===== config.mk =====
export PLATFORM = sky130hd
export DESIGN_NAME = prim_unpacker
export DESIGN_NICKNAME = d
export VERILOG_FILES = /design/src/rtl/prim_unpacker_pkg.sv /design/src/rtl/prim_unpacker_popcnt.sv /design/src/rtl/prim_unpacker.sv
export SDC_FILE = /design/constraint.sdc
export NUM_CORES = 1
export LEC_CHECK = 0
export CAP_MARGIN = 20
export CORE_ASPECT_RATIO = 1.75
export CORE_MARGIN = 8
export CORE_UTILIZATION = 34
export DETAILED_ROUTE_END_ITERATION = 8
export PLACE_DENSITY = 0.59
export SLEW_MARGIN = 20
export SYNTH_ARGS = -nofsm -noshare
export SYNTH_HDL_FRONTEND = slang
export SYNTH_HIERARCHICAL = 1
export SYNTH_SLANG_ARGS = --single-unit

===== constraint.sdc =====
create_clock -name clk_i -period 8.2 [get_ports clk_i]
set_input_delay 1.64 -clock clk_i [delete_from_list [all_inputs] [get_ports clk_i]]
set_output_delay 1.64 -clock clk_i [all_outputs]
set_load 0.005 [all_outputs]

===== src/rtl/prim_unpacker_pkg.sv =====
// Shared types and sizing helpers for the width-reducing unpacker.
package prim_unpacker_pkg;

  typedef enum logic [0:0] {
    FlushIdle  = 1'b0,
    FlushDrain = 1'b1
  } flush_st_e;

  // Buffer must hold a residual partial output word plus one full input word.
  function automatic int unsigned buf_w(input int unsigned in_w, input int unsigned out_w);
    return in_w + out_w - 1;
  endfunction

  function automatic int unsigned ptr_w(input int unsigned in_w, input int unsigned out_w);
    return $clog2(buf_w(in_w, out_w) + 1);
  endfunction

endpackage


===== src/rtl/prim_unpacker_popcnt.sv =====
// Combinational population count of a mask vector.
module prim_unpacker_popcnt #(
  parameter int unsigned W = 32
) (
  input  logic [W-1:0]           mask_i,
  output logic [$clog2(W+1)-1:0] cnt_o
);

  localparam int unsigned CntW = $clog2(W + 1);

  always_comb begin
    cnt_o = '0;
    for (int unsigned i = 0; i < W; i++) begin
      cnt_o = cnt_o + CntW'(mask_i[i]);
    end
  end

endmodule


===== src/rtl/prim_unpacker.sv =====
// Width-reducing unpacker: wide masked input words in, fixed-width output words out,
// with a flush that drains the residual partial word.
module prim_unpacker
  import prim_unpacker_pkg::*;
#(
  parameter int unsigned InW  = 32,
  parameter int unsigned OutW = 8
) (
  input  logic            clk_i,
  input  logic            rst_i,
  input  logic            valid_i,
  input  logic [InW-1:0]  data_i,
  input  logic [InW-1:0]  mask_i,
  output logic            ready_o,
  output logic            valid_o,
  output logic [OutW-1:0] data_o,
  output logic [OutW-1:0] mask_o,
  input  logic            ready_i,
  input  logic            flush_i,
  output logic            flush_done_o
);

  localparam int unsigned BufW = buf_w(InW, OutW);
  localparam int unsigned PtrW = ptr_w(InW, OutW);
  localparam int unsigned PopW = $clog2(InW + 1);
  localparam int unsigned CmpW = PtrW + 1;

  if (InW < OutW) begin : gen_width_check
    $error("prim_unpacker: InW must be >= OutW");
  end

  logic [BufW-1:0] buf_q, buf_d, buf_sh;
  logic [PtrW-1:0] cnt_q, cnt_d, cnt_sh;
  flush_st_e       state_q, state_d;
  logic [PopW-1:0] pop;
  logic            ack_in, ack_out, ge_out;

  prim_unpacker_popcnt #(
    .W (InW)
  ) u_popcnt (
    .mask_i (mask_i),
    .cnt_o  (pop)
  );

  assign ge_out  = cnt_q >= PtrW'(OutW);
  assign valid_o = ge_out | ((state_q == FlushDrain) & (cnt_q != '0));
  assign data_o  = buf_q[OutW-1:0] & mask_o;

  // The upper term lets a new word in while the last full byte leaves, keeping cnt_d <= BufW.
  assign ready_o = (state_q == FlushIdle) &
                   ((cnt_q < PtrW'(OutW)) |
                    (({1'b0, cnt_q} < CmpW'(2 * OutW)) & ready_i));

  assign ack_in  = valid_i & ready_o;
  assign ack_out = valid_o & ready_i;

  // Thermometer mask over the bits currently buffered.
  always_comb begin
    mask_o = '0;
    for (int unsigned i = 0; i < OutW; i++) begin
      mask_o[i] = cnt_q > PtrW'(i);
    end
  end

  // Shift out first, then append the new word at the reduced count.
  always_comb begin
    buf_sh = buf_q;
    cnt_sh = cnt_q;
    if (ack_out) begin
      buf_sh = buf_q >> OutW;
      cnt_sh = ge_out ? cnt_q - PtrW'(OutW) : '0;
    end
    buf_d = buf_sh;
    cnt_d = cnt_sh;
    if (ack_in) begin
      buf_d = buf_sh | (BufW'(data_i & mask_i) << cnt_sh);
      cnt_d = cnt_sh + PtrW'(pop);
    end
  end

  always_comb begin
    state_d      = state_q;
    flush_done_o = 1'b0;
    case (state_q)
      FlushIdle: begin
        if (flush_i) state_d = FlushDrain;
      end
      FlushDrain: begin
        if (cnt_q == '0) begin
          flush_done_o = 1'b1;
          state_d      = FlushIdle;
        end
      end
      default: state_d = FlushIdle;
    endcase
  end

  always_ff @(posedge clk_i) begin
    if (rst_i) begin
      buf_q   <= '0;
      cnt_q   <= '0;
      state_q <= FlushIdle;
    end else begin
      buf_q   <= buf_d;
      cnt_q   <= cnt_d;
      state_q <= state_d;
    end
  end

  // Masks must be thermometer-coded from bit 0.
  mask_contiguous_a: assert property (@(posedge clk_i) disable iff (rst_i)
    valid_i |-> ((mask_i & (mask_i + InW'(1))) == '0));

endmodule


==> impl_metrics.sql, run 1 <==
INSERT INTO impl_metrics (metric_group, metric, value, unit) VALUES
('synthesis', 'synth_seq_cells', '46', ''),
('cells_and_area', 'finalCoreUtilization', '0.411', ''),
('routing', 'wl_per_cell', '22.8', 'um'),
('cells_and_area', 'layout-drive-gt1-share', '0.0687', ''),
('die', 'floorplan.die_area', '22100', 'um2'),
('clock_tree', 'cts_repair_resize_count', '0', ''),
('cells_and_area', 'area.growth.synth_to_final', '19.7', '%'),
('clock_tree', 'postCtsSetupBuffers', '0', ''),
('synthesis', 'synth-warning-count', '6', ''),
('clock_tree', 'cts_tree', 'done', ''),
('critical_path', 'critical_path_arrival', '7.56', 'ns'),
('placement', 'dp.final_hpwl', '19800', 'um'),
('synthesis', 'count_of_flip_flops_with_a_built_in_enable_after_synthesis', '0', ''),
('status', 'run_status', 'complete, no violations', ''),
('routing', 'vias_per_cell', '6.17', ''),
('routing', 'final_antenna_net_count', '0', ''),
('power_and_ir_drop', 'internal_power_consumption', '1.41', 'mW'),
('synthesis', 'async_flop_share', '0', ''),
('critical_path', 'start_kind', 'input pin', ''),
('synthesis', 'yosysUniqueCellTypes', '82', ''),
('critical_path', 'timing.critical_path.slowest_stage_cell', 'sky130_fd_sc_hd__fa_1', ''),
('cells_and_area', 'sequential_cell_area', '922', 'um2'),
('timing', 'holdWs', '0.474', 'ns'),
('global_routing', 'pin_count_of_the_biggest_net_entering_global_routing', '47', ''),
('power_and_ir_drop', 'powerDensity', '441', 'nW/um2'),
('power_and_ir_drop', 'vdd.ir_drop.worst', '0.256', 'mV'),
('power_and_ir_drop', 'p_switching', '1.72', 'mW'),
('global_routing', 'grt_pass1_wl', '39100', 'um'),
('power_and_ir_drop', 'combinationalPowerShare', '0.807', ''),
('die', 'boundaryPins', '88', ''),
('cells_and_area', 'post_route_cell_area', '7100', 'um2'),
('cells_and_area', 'multi_input_area', '4570', 'um2'),
('routing', 'wl', '25200', 'um'),
('clock_tree', 'numCtsBuffers', '5', ''),
('die', 'die-width', '116', 'um'),
('power_and_ir_drop', 'power.switching_fraction', '0.551', ''),
('timing', 'timing.fmax', '136', 'MHz'),
('timing', 'final_min_period_over_clock_period', '0.894', ''),
('clock_tree', 'clk_pin_slew', '0.06', 'ns'),
('timing', 'unrepaired_setup_endpoints_after_global_routing', 'no', ''),
('clock_tree', 'cts_hold_buffers', '0', ''),
('clock_tree', 'root_buffer', 'sky130_fd_sc_hd__clkbuf_16', ''),
('synthesis', 'synth_area_per_cell', '7.19', 'um2'),
('global_routing', 'grt_usage', '0.229', ''),
('clock_tree', 'ctsLongestPathBuffers', '2', ''),
('routing', 'drt_first_pass_iters', '5', ''),
('timing', 'setup_viol', '0', ''),
('cells_and_area', 'antenna_cells_inserted', '0', ''),
('critical_path', 'path_class', 'in2reg', ''),
('power_and_ir_drop', 'power.leakage', '2.67', 'nW'),
('routing', 'dr_total_vias', '6808', ''),
('power_and_ir_drop', 'clockPowerShare', '0.071', ''),
('clock_tree', 'numClockSinks', '46', ''),
('synthesis', 'yosysSeqAreaShare', '0.155', ''),
('timing', 'worst_slew_margin_rel', '0.373', ''),
('critical_path', 'worstSetupEndpointType', 'flip-flop', ''),
('cells_and_area', 'design.final.nets', '980', ''),
('synthesis', 'ys_dominant_reg_cell', 'sky130_fd_sc_hd__dfxtp_1', ''),
('synthesis', 'synth_fp_nets', '933', ''),
('placement', 'dpl-instance-area', '6940', 'um2'),
('global_routing', 'grt_pass1_vias', '6804', ''),
('critical_path', 'critical_path_peak_fanout', '4', ''),
('clock_tree', 'worstSkewPairLatency', '0.30', 'ns'),
('clock_tree', 'cts_max_level', '2', ''),
('die', 'fp.dieH', '191', 'um'),
('global_routing', 'grt_antenna_before_repair', '0', ''),
('die', 'floorplan.initialDensity', '0.343', ''),
('timing', 'worst-slew-pin-transition', '0.938', 'ns'),
('placement', 'routabilityCongestion', '0.971', ''),
('timing', 'timing.clock.skew', '0.00632', 'ns'),
('critical_path', 'cp_top_family', 'adder cells', '');
==> cells in the mapped netlist, types with 14 or more instances <==
cell type,number,area (um2)
sky130_fd_sc_hd__a21oi_1,50,250
sky130_fd_sc_hd__and2_1,21,131
sky130_fd_sc_hd__buf_2,25,125
sky130_fd_sc_hd__o211ai_1,23,173
sky130_fd_sc_hd__nand2_1,142,533
sky130_fd_sc_hd__nand3_1,28,140
sky130_fd_sc_hd__nor2_1,48,180
sky130_fd_sc_hd__nor3_1,16,80.1
sky130_fd_sc_hd__ha_1,14,175
sky130_fd_sc_hd__dfxtp_1,46,921
sky130_fd_sc_hd__clkbuf_1,31,116
sky130_fd_sc_hd__fa_1,25,500
sky130_fd_sc_hd__inv_1,37,139
sky130_fd_sc_hd__o21ai_0,30,150
sky130_fd_sc_hd__a211oi_1,19,143
sky130_fd_sc_hd__a31oi_1,30,188
==> worst reg2reg max path, stage by stage, from the launching register on <==
cell and delay (ns):
sky130_fd_sc_hd__dfxtp_1 0.40, sky130_fd_sc_hd__nor2_1 0.61, sky130_fd_sc_hd__nand2_1 0.78, sky130_fd_sc_hd__o2111ai_1 0.70
sky130_fd_sc_hd__a2bb2oi_1 0.19, sky130_fd_sc_hd__o221ai_1 0.24, sky130_fd_sc_hd__a221oi_1 0.33, sky130_fd_sc_hd__a21oi_1 0.10
==> power by group through the flow <==
stage	sequential (mW)	clock, mW	combinational (mW)
4_1_cts	0.380	0.223	2.48
3_3_place_gp	0.384	0	2.46
3_5_place_dp	0.385	0	2.46
2_1_floorplan	0.340	0	1.78
5_1_grt	0.393	0.232	2.75
6_report	0.381	0.222	2.53
==> metal layers <==
| metal | track usage | wire length [um] | up-vias |
|---|---|---|---|
| li1 | - | - | 3177 |
| met1 | 0.249 | 9380 | 3214 |
| met2 | 0.401 | 12800 | 325 |
| met3 | 0.0279 | 1400 | 92 |
| met4 | 0.156 | 1660 | 0 |
| met5 | 0 | 0 | - |
==> placed cells by master (no fill, tap or decap), types with 25 or more instances in the layout <==
cell                              count
sky130_fd_sc_hd__dfxtp_1             45
sky130_fd_sc_hd__clkdlybuf4s50_1     87
sky130_fd_sc_hd__a31oi_1             30
sky130_fd_sc_hd__inv_1               37
sky130_fd_sc_hd__fa_1                25
sky130_fd_sc_hd__o21ai_0             30
sky130_fd_sc_hd__a21oi_1             50
sky130_fd_sc_hd__nor2_1              48
sky130_fd_sc_hd__nand3_1             28
sky130_fd_sc_hd__nand2_1            142
==> sequential cells by signal (all words and copies together) (netlist names) <==
| signal | count |
|---|---|
| cnt_q | 6 |
| state_q | 1 |
| buf_q | 39 |
==> cell type report <==
class	count	share of cell area
clock inverter	1	0.00123
inverter	42	0.0222
sequential	46	0.130
timing repair buffer	104	0.141
tap	231	0.0407
clock buffer	7	0.0215
multi-input combinational	673	0.644
==> per-stage QoR <==
stage,total power [mW],std cells,setup slack (ns)
floorplan,2.12,825,1.35
global route,3.38,1104,0.577
CTS,3.09,1104,0.870
finish,3.13,1104,0.869
global placement,2.84,1096,0.620
detailed placement,2.85,1096,0.573
==> logic make-up (layout without fill, tap and decap cells) <==
logic type,after synthesis,in the layout,share of synthesized area
multiplexers,19,19,0.0335
XOR/XNOR,8,8,0.0118
AO/OA/AOI/OAI,294,294,0.362
AND/OR/NAND/NOR,313,313,0.249
flip-flops,46,46,0.155
buffers and inverters,106,154,0.0743
adder cells (fa/ha/maj),39,39,0.114
==> path summary, 6_finish.rpt <==
path	start	end	slack (ns)	cells past startpoint
worst min-delay path	buf_q[6]	buf_q[6]	0.47	2
worst max register to register	cnt_q[4]	buf_q[29]	4.72	7
worst max-delay path	mask_i[0]	cnt_q[5]	0.87	23
worst min register to register	buf_q[6]	buf_q[6]	0.47	2
No activity file was read; power rests on OpenSTA's default activity.
==> run 2: changes to the inputs <==
GPL_ROUTABILITY_DRIVEN = 0   (was not set)
==> run 2 against run 1 <==
- combinational power hardly changed
- sequential share of layout area hardly changed
- critical path type unchanged
- largest cell class unchanged
- critical endpoint unchanged
- largest power group unchanged
- worst hold slack worse by 0.00090 ns
==> impl_metrics.sql, run 2 (synthesis results as in run 1) <==
INSERT INTO impl_metrics (metric_group, metric, value, unit) VALUES
('placement', 'dp.final_hpwl', '19400', 'um'),
('die', 'floorplan.die_area', '22100', 'um2'),
('power_and_ir_drop', 'power.switching_fraction', '0.549', ''),
('critical_path', 'start_kind', 'input pin', ''),
('cells_and_area', 'layout-drive-gt1-share', '0.0688', ''),
('critical_path', 'crit-reg2reg-capture', 'cnt_q[5]', ''),
('cells_and_area', 'area.growth.synth_to_final', '19.8', '%'),
('timing', 'timing.fmax', '134', 'MHz'),
('routing', 'drc', '0', ''),
('critical_path', 'critical_path_arrival', '7.67', 'ns'),
('power_and_ir_drop', 'combinationalPowerShare', '0.811', ''),
('critical_path', 'critical_path_peak_fanout', '5', ''),
('power_and_ir_drop', 'p_switching', '1.72', 'mW'),
('power_and_ir_drop', 'power.leakage', '2.67', 'nW'),
('cells_and_area', 'antenna_cells_inserted', '0', ''),
('clock_tree', 'numCtsBuffers', '5', ''),
('placement', 'dp.cells', '1095', ''),
('timing', 'setup_total_negative_slack', '0', 'ns'),
('cells_and_area', 'reg.largest.list', 'buf_q x39, cnt_q x6, state_q x1', ''),
('routing', 'wl', '25000', 'um'),
('power_and_ir_drop', 'vdd.ir_drop.worst', '0.277', 'mV'),
('cells_and_area', 'largest_reg_flops', '39', ''),
('clock_tree', 'clk_pin_slew', '0.07', 'ns'),
('critical_path', 'first_element_of_the_critical_path', 'mask_i[27]', ''),
('critical_path', 'worst_r2r_startpoint', 'cnt_q[0]', ''),
('power_and_ir_drop', 'powerDensity', '442', 'nW/um2'),
('cells_and_area', 'post_route_cell_area', '7100', 'um2'),
('global_routing', 'grt_pass1_vias', '6824', ''),
('critical_path', 'worst_r2r_path_depth', '12', ''),
('routing', 'final_antenna_net_count', '0', ''),
('die', 'core', '17300', 'um2'),
('timing', 'period_needed', '7.44', 'ns'),
('critical_path', 'ff2ff_setup_slack', '4.66', 'ns'),
('routing', 'dr_total_vias', '6857', ''),
('timing', 'timing.clock.skew', '0.00560', 'ns'),
('timing', 'setup_viol', '0', ''),
('global_routing', 'pin_count_of_the_biggest_net_entering_global_routing', '80', ''),
('cells_and_area', 'layout_common_cells', 'sky130_fd_sc_hd__nand2_1, sky130_fd_sc_hd__clkdlybuf4s50_1, sky130_fd_sc_hd__a21oi_1', ''),
('cells_and_area', 'registers.top_by_ff_count', 'buf_q', ''),
('routing', 'first_iter_violations', '816', ''),
('timing', 'final_min_period_over_clock_period', '0.908', ''),
('clock_tree', 'worstSkewPairLatency', '0.30', 'ns'),
('cells_and_area', 'layoutNonFillerInstCount', '1103', ''),
('global_routing', 'globalRouteOverflowTotal', '0', ''),
('power_and_ir_drop', 'power_frac_seq', '0.112', ''),
('timing', 'unrepaired_setup_endpoints_after_global_routing', 'no', ''),
('clock_tree', 'postCtsSetupBuffers', '0', ''),
('clock_tree', 'ctsLongestPathBuffers', '2', ''),
('timing', 'timing.final.hold_violations', '0', ''),
('die', 'boundaryPins', '88', ''),
('clock_tree', 'cts_repair_resize_count', '0', ''),
('clock_tree', 'cts_hold_buffers', '0', ''),
('global_routing', 'grt_pass1_wl', '38200', 'um'),
('die', 'die-width', '116', 'um'),
('min_path', 'worstHoldPathType', 'reg2reg', ''),
('job', 'max_cap_violations', '0', ''),
('cells_and_area', 'most_common_cell_after_layout_fill_and_taps_aside', 'sky130_fd_sc_hd__nand2_1', ''),
('routing', 'vias_per_cell', '6.22', ''),
('power_and_ir_drop', 'internal_power_consumption', '1.42', 'mW'),
('critical_path', 'worstSetupEndpointType', 'flip-flop', ''),
('timing', 'worst-slew-pin-transition', '0.933', 'ns'),
('die', 'floorplan.initialDensity', '0.343', ''),
('clock_tree', 'cts_tree', 'done', ''),
('timing', 'slew_violations', '0', ''),
('power_and_ir_drop', 'clockPowerShare', '0.077', ''),
('die', 'fp.dieH', '191', 'um'),
('clock_tree', 'root_buffer', 'sky130_fd_sc_hd__clkbuf_16', ''),
('placement', 'dpl-instance-area', '6940', 'um2'),
('cells_and_area', 'design.final.nets', '979', ''),
('timing', 'worst_slew_margin_rel', '0.376', ''),
('global_routing', 'grt_antenna_before_repair', '0', ''),
('routing', 'wl_per_cell', '22.6', 'um'),
('clock_tree', 'numClockSinks', '46', ''),
('global_routing', 'grt_usage', '0.224', ''),
('critical_path', 'path_class', 'in2reg', ''),
('routing', 'drt_first_pass_iters', '5', ''),
('critical_path', 'required', '8.43', 'ns'),
('critical_path', 'endpoint', 'cnt_q[5]', ''),
('clock_tree', 'cts_max_level', '2', ''),
('min_path', 'whs_path_depth', '2', ''),
('status', 'run_status', 'complete, no violations', ''),
('die', 'floorplan.rows', '64', ''),
('placement', 'number_of_buffers_added_on_ports', '87', '');
-- run 2: layer usage --
| metal | vias up | GRT usage | part of all wire |
|---|---|---|---|
| met5 | - | 0 | 0 |
| met3 | 94 | 0.0324 | 0.061 |
| met4 | 0 | 0.163 | 0.066 |
| met2 | 364 | 0.385 | 0.50 |
| li1 | 3176 | - | - |
| met1 | 3223 | 0.242 | 0.37 |
-- run 2: worst min-delay path by stage --
stage | slack [ns] | to | startpoint
3_3_place_gp | 0.45 | buf_q[37] | buf_q[37]
6_report | 0.47 | buf_q[6] | buf_q[6]
4_1_cts | 0.47 | buf_q[37] | buf_q[37]
2_1_floorplan | 0.43 | buf_q[37] | buf_q[37]
5_1_grt | 0.49 | buf_q[37] | buf_q[37]
3_5_place_dp | 0.45 | buf_q[37] | buf_q[37]
-- run 2: metrics by stage --
stage               utilization  worst slack (ns)  hold slack (ns)  power, mW
floorplan                     -              1.35            0.435       2.12
global placement          0.401             0.623            0.452       2.83
detailed placement        0.401             0.510            0.455       2.83
CTS                       0.411             0.808            0.469       3.09
global route              0.411             0.495            0.489       3.37
finish                    0.411             0.757            0.473       3.14
-- run 2: power by group through the flow --
stage,Clock [mW],Sequential (mW),Combinational [mW]
after floorplan,0,0.340,1.78
after global placement,0,0.353,2.47
after detailed placement,0,0.356,2.47
after CTS,0.245,0.350,2.49
after global routing,0.253,0.359,2.76
final,0.243,0.350,2.54
-- run 2: cell type report --
class                           instances  area [um2]
Fill cell                            1897       10200
Multi-Input combinational cell        673        4580
Sequential cell                        46         922
Inverter                               42         158
Clock inverter                          3        43.8
Tap cell                              231         289
Timing Repair Buffer                  103         991
Clock buffer                            5         125
-- run 2: critical path: stages --
cell,delay [ns]
sky130_fd_sc_hd__clkdlybuf4s50_1,0.56
sky130_fd_sc_hd__fa_1,0.49
sky130_fd_sc_hd__fa_1,0.50
sky130_fd_sc_hd__fa_1,0.60
sky130_fd_sc_hd__fa_1,0.46
sky130_fd_sc_hd__fa_1,0.50
sky130_fd_sc_hd__inv_1,0.05
sky130_fd_sc_hd__fa_1,0.42
sky130_fd_sc_hd__inv_1,0.06
sky130_fd_sc_hd__ha_1,0.15
sky130_fd_sc_hd__inv_1,0.06
sky130_fd_sc_hd__fa_1,0.53
sky130_fd_sc_hd__inv_1,0.07
sky130_fd_sc_hd__ha_1,0.29
sky130_fd_sc_hd__a21o_1,0.16
sky130_fd_sc_hd__a21oi_1,0.26
sky130_fd_sc_hd__o21bai_1,0.11
sky130_fd_sc_hd__a21oi_1,0.19
sky130_fd_sc_hd__xor2_1,0.10
sky130_fd_sc_hd__or3_1,0.32
sky130_fd_sc_hd__a21oi_1,0.14
